==> config.mk <==
export PLATFORM = sky130hd
export DESIGN_NAME = j_pipe
export DESIGN_NICKNAME = d
export VERILOG_FILES = /design/src/rtl/j_pipe.sv
export SDC_FILE = /design/constraint.sdc
export NUM_CORES = 1
export LEC_CHECK = 0
export BUFFER_PORTS_ARGS = -buffer_cell sky130_fd_sc_hd__buf_2
export CAP_MARGIN = 15
export CORE_MARGIN = 1.5
export CORE_UTILIZATION = 45
export CTS_BUF_LIST = sky130_fd_sc_hd__clkbuf_4
export CTS_CLUSTER_DIAMETER = 40
export DETAILED_ROUTE_END_ITERATION = 12
export PLACE_DENSITY_LB_ADDON = 0.25
export SYNTH_ARGS = -nofsm -noshare
export SYNTH_HDL_FRONTEND = slang
export SYNTH_SLANG_ARGS = --single-unit
==> constraint.sdc <==
create_clock -name clk -period 3.45 [get_ports clk]
set_input_delay 0.5175 -clock clk [delete_from_list [all_inputs] [get_ports clk]]
set_output_delay 0.5175 -clock clk [all_outputs]
set_load 0.005 [all_outputs]
==> src/rtl/j_pipe.sv <==
// Elastic DEPTH-stage valid/ready pipeline applying a per-beat mask op (pass/OR/AND/XOR MASK) on entry.
// Latency: beat accepted at edge N is presented after edge N+DEPTH-1; 1 beat/cycle sustained.
// Backpressure: bubbles collapse toward the head; in_ready drops combinationally only when all stages are full and out_ready=0 (or flush).
module j_pipe #(
    parameter int unsigned          WIDTH = 8,
    parameter int unsigned          DEPTH = 2,
    parameter logic [WIDTH-1:0]     MASK  = WIDTH'(8'h33)
) (
    input  logic                         clk,
    input  logic                         rst,
    input  logic                         in_valid,
    output logic                         in_ready,
    input  logic [WIDTH-1:0]             in_data,
    input  logic [1:0]                   in_mode,
    output logic                         out_valid,
    input  logic                         out_ready,
    output logic [WIDTH-1:0]             out_data,
    input  logic                         flush,
    output logic [$clog2(DEPTH+1)-1:0]   occupancy,
    output logic [15:0]                  beat_count
);

    localparam int unsigned OW = $clog2(DEPTH + 1);

    logic [DEPTH-1:0] r_vld;
    logic [WIDTH-1:0] r_dat [DEPTH];
    logic [15:0]      r_beat_count;

    logic [DEPTH-1:0] w_load;
    logic [WIDTH-1:0] w_f;
    logic             w_accept;
    logic             w_xfer;
    logic [OW-1:0]    w_occ;

    // Stage i may load if the head drains this cycle or any stage at or after i is empty,
    // which is the unrolled form of the chained load rule without a combinational self-loop.
    always_comb begin
        w_load = '0;
        for (int i = 0; i < DEPTH; i++) begin
            w_load[i] = out_ready;
            for (int j = i; j < DEPTH; j++) begin
                if (!r_vld[j]) begin
                    w_load[i] = 1'b1;
                end
            end
        end
    end

    // Mask operation selected by the mode sampled alongside the incoming beat.
    always_comb begin
        w_f = in_data;
        case (in_mode)
            2'b00:   w_f = in_data;
            2'b01:   w_f = in_data | MASK;
            2'b10:   w_f = in_data & MASK;
            default: w_f = in_data ^ MASK;
        endcase
    end

    assign in_ready  = w_load[0] && !flush;
    assign w_accept  = in_valid && in_ready;
    assign out_valid = r_vld[DEPTH-1];
    assign out_data  = r_dat[DEPTH-1];
    assign w_xfer    = r_vld[DEPTH-1] && out_ready;

    // Valid bits shift forward on load; reset and flush both empty the pipe.
    always_ff @(posedge clk) begin
        if (rst) begin
            r_vld <= '0;
        end else if (flush) begin
            r_vld <= '0;
        end else begin
            if (w_load[0]) begin
                r_vld[0] <= w_accept;
            end
            for (int i = 1; i < DEPTH; i++) begin
                if (w_load[i]) begin
                    r_vld[i] <= r_vld[i-1];
                end
            end
        end
    end

    // Data follows the same load enables; contents of empty stages are don't-care so no reset.
    always_ff @(posedge clk) begin
        if (w_load[0]) begin
            r_dat[0] <= w_f;
        end
        for (int i = 1; i < DEPTH; i++) begin
            if (w_load[i]) begin
                r_dat[i] <= r_dat[i-1];
            end
        end
    end

    // Delivered-beat counter; a transfer in a flush cycle still counts, reset wins over all.
    always_ff @(posedge clk) begin
        if (rst) begin
            r_beat_count <= 16'h0000;
        end else if (w_xfer) begin
            r_beat_count <= r_beat_count + 16'h0001;
        end
    end

    // Occupancy is the popcount of the stage valid bits.
    always_comb begin
        w_occ = '0;
        for (int i = 0; i < DEPTH; i++) begin
            w_occ = w_occ + OW'(r_vld[i]);
        end
    end

    assign occupancy  = w_occ;
    assign beat_count = r_beat_count;

endmodule

Yosys cells after proc, flatten, opt, wreduce, memory -nomap -nowiden
Memories as Yosys holds them, arrays and structs flattened.
Index checks and enable logic that the tools add are counted.
Word-level totals
  flip-flop bits (word level): 18
  output and inout port bits: 28
  bits in writable memories: 16
  memories: 1
  input port bits: 15
  logic and storage cells: 23
Memories
  r_dat: depth 2, width 8, rd ports 2, clocked after memory_dff 0, write ports 2, line 26  | logic [WIDTH-1:0] r_dat [DEPTH];
Cells by class
  mux-type cells: 8
  reduce and logical (&&, ||, !) cells: 6
  equal/unequal tests: 2
  $add $sub $neg: 2
  bitwise operators: 1
Operators with widths (number)
  $pmux W8 S3: 1
  $add A16 B1 Y16 const B: 1
  $mux W1: 7
  $not A4 Y4: 1
  $logic_and A1 B1 Y1: 3
  $add A1 B1 Y2: 1
  $eq A2 B1 Y1 const B: 1
  $eq A2 B2 Y1 const B: 1
  $logic_not A2 Y1: 1
  $reduce_or A2 Y1: 1
  $logic_not A1 Y1: 1

Depth between registers and ports, before layout
Gate-level depths: netlist of the first run.
  depth after elaboration: 4
  gate-level depth with buffers: 5

Worst setup path after synthesis of the first run
Ideal clock, no wire load.
  path type: input -> register
  start: input port out_ready
  end: register r_beat_count[15], in the netlist beat_count[15]
  setup slack: 1.927 ns
  arrival time: 1.453 ns
  required time: 3.380 ns
  library setup time: 0.070 ns
  stages: 5
  path through: and4_1 buf_4 nand3_2 or4_1 a21oi_1
On the way
  longest elaborated chain between the ends: 1
RTL lines
  start, declared: line 16  | input logic out_ready,
  $logic_and A1 B1 Y1: line 64  | assign w_xfer = r_vld[DEPTH-1] && out_ready;
  end signal, assigned: line 101  | r_beat_count <= r_beat_count + 16'h0001;
  end, declared: line 27  | logic [15:0] r_beat_count;
Every way passes these cells.
A chain may end at the register's enable or synchronous reset.

Worst setup path after layout of the first run
  start: register r_vld[1]
  end: output port in_ready
On the way
  longest elaborated chain between the ends: 2
RTL lines
  start, declared: line 25  | logic [DEPTH-1:0] r_vld;
  start signal, assigned by index: line 78  | r_vld[i] <= r_vld[i-1];
  $mux W1: line 42  | if (!r_vld[j]) begin
  $logic_and A1 B1 Y1: line 60  | assign in_ready = w_load[0] && !flush;
  end, declared: line 12  | output logic in_ready,
Every way passes these cells.

==> impl_metrics.py, run 1 <==
metrics = {
    "worst_hold_path": {
        "min_path_cells": 2,
        "holdCritPathClass": "input pin to flop",
        "hp-start": "flush",
        "whs_endpoint": "r_vld[0]",
    },
    "logic_synthesis": {
        "ys_types": 26,
        "synth_top_family_by_area": "simple AND/OR/NAND/NOR gates",
        "synth_flop_cell": "dfxtp_1",
        "syn_nets": 147,
        "async_reset_ff_share_pct": 0,
        "yosysSeqAreaShare_pct": 59.1,
        "synth.mux.area_fraction_pct": 0,
        "synth_compound_area_share_pct": 6.50,
        "yosysMostFrequentCell": "dfxtp_1",
        "synthTopCellsByCount": "dfxtp_1, edfxtp_1, nor2_1",
        "yosys.area_share.xor_xnor_pct": 5.54,
        "yosys_warnings": 0,
        "synth.area.top_cells": "edfxtp_1, dfxtp_1, xor2_1",
        "synth_top_cell_by_area": "edfxtp_1",
        "syn_avg_cell_area_um2": 11.0,
        "synthCells": 130,
        "yosys.area.top_type_share_pct": 33.7,
        "ys_seq_elements": 34,
        "synth_edf_count": 16,
        "synthSimpleGateAreaFrac_pct": 21.4,
        "synthAdderAreaFrac_pct": 1.76,
        "synth_area_mm2": 0.00142,
    },
    "worst_setup_path": {
        "worstPathArrival_ns": 1.31,
        "crit_path_end_kind": "primary output",
        "path_cells": "nor2b_1 -> a21oi_1 -> buf_2",
        "worstReg2RegStart": "r_vld[1]",
        "cp.buffers_inverters": 1,
        "slowest_delay_ns": 0.44,
        "cpLargestDelayFamily": "flip-flops",
        "required_ns": 2.93,
        "crit_start": "r_vld[1]",
        "cp-start-kind": "flop",
        "crit_fanout": 7,
        "r2r_slack_ns": 1.78,
        "crit_type": "flop to primary output",
        "r2r-end": "beat_count[15]",
        "reg2regPathDepth": 4,
        "worst_path_max_delay_cell": "dfxtp_1",
    },
    "finish": {
        "finish.utilization_pct": 55.9,
        "nFillCells": 262,
        "final-seq-area_um2": 841,
        "stdcell_area_mm2": 0.00169,
        "drive_gt1_share_pct": 32.0,
        "diodes": 0,
        "fin_nets": 185,
        "area_growth_pct": 18.8,
        "multi_input_area_um2": 500,
    },
    "floorplanning": {
        "die_area_mm2": 0.00351,
        "die_w_um": 59.3,
        "fp.coreArea_mm2": 0.00303,
        "rows": 20,
        "die_h_um": 59.3,
        "pin_count": 43,
        "initial_utilization_pct": 47.0,
    },
    "pwr": {
        "ir_drop_uv": 318,
        "pwr-share-comb_pct": 4.3,
        "power_mw": 0.751,
        "p_sw_share_pct": 19.7,
        "clockPowerShare_pct": 36.9,
        "p_int_mw": 0.603,
        "seq_power_share_pct": 58.8,
        "p_sw_mw": 0.148,
        "p_leak_nw": 0.726,
        "p_per_area_mw_per_mm2": 444,
    },
    "sta": {
        "slew_violations": 0,
        "fmax_ghz": 0.548,
        "setup_violations": 0,
        "max_slew_margin_pct": 76.8,
        "totalNegativeSetupSlack_ns": 0,
        "rsz0062_at_grt": "no",
        "finClkSkew_ns": 0.00429,
        "fin_crit_ns": 1.83,
        "timing.hold.ws_ns": 0.375,
        "hold_violations": 0,
        "fin_crit_sh_pct": 52.9,
        "worstMarginPinSlew_ns": 0.348,
    },
    "drt": {
        "routedWlPerCell_um": 12.0,
        "drc": 0,
        "drt-initial-drc-count": 39,
        "drt.antenna.violating_nets": 0,
        "drt-vias-per-instance": 5.00,
        "vias": 1064,
        "dr.pass1.iters": 4,
        "routed_wl_um": 2550,
    },
    "global_route": {
        "overflow": 0,
        "grt_pass1_vias": 982,
        "antenna_found_initial": 0,
        "grt_first_pass_wirelength_um": 4190,
        "grtUsageTotal_pct": 16.2,
        "grt_max_degree": 20,
    },
    "cts": {
        "numCtsBuffers": 5,
        "cts_tree": "built",
        "ctsHoldBuffers": 0,
        "clkSinkCount": 34,
        "clk_path_buf_depth": 2,
        "clkLatencyLatePin_ns": 0.33,
        "clk_pin_slew_ns": 0.10,
        "cts_root_buf": "clkbuf_4",
        "post_cts_buffers": 0,
        "htree_num_levels": 2,
        "cts_resized": 0,
    },
    "place": {
        "port_buffers": 42,
        "place_area_mm2": 0.00161,
        "gp_congestion": 0.760,
        "dpl.hpwl_um": 1920,
    },
    "run": {
        "drv_cap": 0,
    },
    "outcome": {
        "run_status": "complete, no violations",
    },
}
state kept, by name, summed over array words and instances, names as in the netlist:
register    cells
r_vld           2
r_dat          16
beat_count     16
through the flow:
step / instances / setup slack [ns]
after floorplan: 130 / 1.93
after global placement: 205 / 1.67
after detailed placement: 205 / 1.59
after CTS: 213 / 1.60
after global routing: 213 / 1.49
final: 213 / 1.62
final cells by class:
cell class,instances,area share (%)
Sequential cell,34,49.7
Multi-Input combinational cell,83,29.6
Timing Repair Buffer,42,12.4
Inverter,2,0.444
Clock buffer,5,2.22
Clock inverter,3,2.37
Tap cell,44,3.25
metal layers:
layer / global-route usage [%] / wire length [µm] / vias to the layer above
met4: 4.87 / 0 / 0
li1: - / - / 528
met1: 20.6 / 1050 / 495
met2: 25.7 / 1330 / 41
met5: 0 / 0 / -
met3: 5.90 / 174 / 0
how the worst max path moves through the flow:
stage	slack, ns	end	cells past startpoint
final	1.62	in_ready	3
after global routing	1.49	in_ready	3
after CTS	1.60	in_ready	3
after detailed placement	1.59	beat_count[15]	5
after global placement	1.67	beat_count[15]	5
after floorplan	1.93	beat_count[15]	5
cell usage in the layout (no fill, tap or decap), types with 4 or more instances in the layout:
master	synthesis	final
buf_2	0	42
nand4_1	4	4
o21ai_0	5	5
dfxtp_1	18	18
or3_1	4	4
a21oi_1	12	12
nand3_1	5	5
edfxtp_1	16	16
xor2_1	9	9
clkbuf_4	0	5
nor2_1	14	14
nand2_1	8	8
and2_1	6	6
worst register-to-register path, delay by kind of cell, from the launching register on:
family | cells | cell delay (ns)
DFF | 1 | 0.44
and+or+nand+nor | 3 | 1.03
AOI/OAI and AO/OA | 1 | 0.14
logic make-up (layout without fill, tap and decap cells):
logic type / after synthesis / after routing
AND/OR/NAND/NOR: 54 / 54
adder cells (fa/ha/maj): 2 / 2
XOR/XNOR: 9 / 9
flip-flops: 34 / 34
AO/OA/AOI/OAI: 18 / 18
buffers and inverters: 13 / 52
power groups by stage:
stage / clock, mW / combinational [mW] / sequential, mW
final: 0.277 / 0.0322 / 0.442
after global routing: 0.306 / 0.0364 / 0.443
after CTS: 0.287 / 0.0327 / 0.442
after detailed placement: 0 / 0.0326 / 0.451
after global placement: 0 / 0.0315 / 0.450
after floorplan: 0 / 0.0220 / 0.450
No activity file was read; power rests on OpenSTA's default activity.
==> run 2, diff against run 1 <==
Clock period 3.45 ns to 1.8 ns, I/O delays scaled along.
==> run 2 against run 1 <==
Core utilization fell by 0.70 points. Register-to-register slack got worse by 1.6 ns. Largest power group unchanged. Wire length fell by 6.1%. First-iteration DRC count decreased by 28%. Total power grew 73%. Clock skew increased by 0.0055 ns.
==> impl_metrics.py, run 2 (same netlist as run 1, synthesis figures left out) <==
metrics = {
    "cts": {
        "cts_tree": "built",
        "post_cts_buffers": 0,
        "clkLatencyLatePin_ns": 0.33,
        "htree_num_levels": 2,
        "clk_path_buf_depth": 2,
        "clkSinkCount": 34,
        "cts_root_buf": "clkbuf_4",
        "cts_resized": 0,
        "numCtsBuffers": 5,
        "ctsHoldBuffers": 0,
        "clk_pin_slew_ns": 0.10,
    },
    "finish": {
        "nFillCells": 252,
        "fin_nets": 186,
        "multi_input_area_um2": 500,
        "diodes": 0,
        "drive_gt1_share_pct": 32.0,
        "layout_common_cells": "buf_2, dfxtp_1, edfxtp_1",
        "area_growth_pct": 17.3,
        "final-seq-area_um2": 841,
        "final_common_cell": "buf_2",
    },
    "floorplanning": {
        "die_w_um": 59.3,
        "fp.coreArea_mm2": 0.00303,
        "die_area_mm2": 0.00351,
        "die_h_um": 59.3,
        "pin_count": 43,
        "rows": 20,
        "initial_utilization_pct": 47.0,
    },
    "drt": {
        "dr.pass1.iters": 4,
        "routedWlPerCell_um": 11.2,
        "routed_wl_um": 2400,
        "drc": 0,
        "vias": 1041,
        "drt-initial-drc-count": 28,
        "drt-vias-per-instance": 4.89,
        "drt.antenna.violating_nets": 0,
    },
    "sta": {
        "slew_violations": 0,
        "setup_violations": 0,
        "fin_crit_ns": 1.61,
        "fin_ws_ns": 0.193,
        "rsz0062_at_grt": "no",
        "totalNegativeSetupSlack_ns": 0,
        "hold_violations": 0,
        "fmax_ghz": 0.622,
        "max_slew_margin_pct": 76.6,
        "worstMarginPinSlew_ns": 0.351,
        "fin_crit_sh_pct": 89.3,
        "finClkSkew_ns": 0.00979,
    },
    "run": {
        "drv_cap": 0,
    },
    "place": {
        "pre_cts_ws_ns": 0.201,
        "dpl.hpwl_um": 1840,
        "gp_congestion": 0.757,
        "port_buffers": 42,
    },
    "global_route": {
        "grt_pass1_vias": 923,
        "overflow": 0,
        "grt_first_pass_wirelength_um": 3820,
        "grt_max_degree": 20,
        "antenna_found_initial": 0,
        "grtUsageTotal_pct": 14.8,
    },
    "outcome": {
        "run_status": "complete, no violations",
    },
    "worst_setup_path": {
        "cp-start-kind": "flop",
        "crit_type": "flop to primary output",
        "crit_path_end_kind": "primary output",
        "crit_fanout": 6,
        "required_ns": 1.53,
        "worstPathArrival_ns": 1.34,
    },
    "worst_hold_path": {
        "holdCritPathClass": "input pin to flop",
    },
    "pwr": {
        "ir_drop_uv": 418,
        "p_leak_nw": 0.718,
        "p_per_area_mw_per_mm2": 776,
    },
}
==> run 2: cell types whose count changed in the layout (fill, tap and decap cells not counted) <==
cell,previous run,this run
buf_4,0,1
bufinv_16,1,0
clkbuf_4,5,6
clkinv_2,2,0
inv_2,0,1
==> run 2: path summary, 6_finish.rpt <==
check / from / endpoint / slack, ns / cells after the start
worst min-delay path: flush / r_vld[1] / 0.13 / 2
worst max-delay path: r_vld[1] / in_ready / 0.19 / 4
worst max register to register: beat_count[2] / beat_count[15] / 0.21 / 4
worst min register to register: r_dat[0][1] / r_dat[0][9] / 0.42 / 0
==> run 2: worst max-delay path: stages (launching register included) <==
cell and delay, ns:
dfxtp_1 0.34, buf_4 0.13, nor2b_1 0.29, a21oi_1 0.11, buf_2 0.13
==> run 2: power breakdown <==
part	leakage (nW)	total, mW	switching (mW)	internal (mW)
logic	0.374	0.0634	0.0325	0.0310
registers	0.313	0.845	0.00781	0.838
clock network	0.0319	0.387	0.229	0.158
total	0.718	1.30	0.269	1.03
==> run 2: layer usage <==
layer  share of wire, %  track usage (%)
met5                  0                0
met1                 46             18.3
met2                 46             22.9
met3                5.6             3.93
met4                1.9             8.77
==> run 2: layout make-up <==
cell class,count,area share (%)
Multi-Input combinational cell,83,30.0
Clock buffer,6,2.70
Clock inverter,1,0.225
Tap cell,44,3.30
Inverter,2,0.449
Timing Repair Buffer,43,13.0
Sequential cell,34,50.3
==> run 2: per-stage QoR <==
stage	utilization, %	instances	instance area [µm²]	power (mW)	hold WS (ns)
floorplan	-	130	1420	0.904	0.349
finish	55.2	213	1670	1.30	0.130
global placement	53.6	206	1620	0.924	0.405
detailed placement	53.6	206	1620	0.928	0.405
global route	55.2	213	1670	1.35	0.123
CTS	55.2	213	1670	1.31	0.116
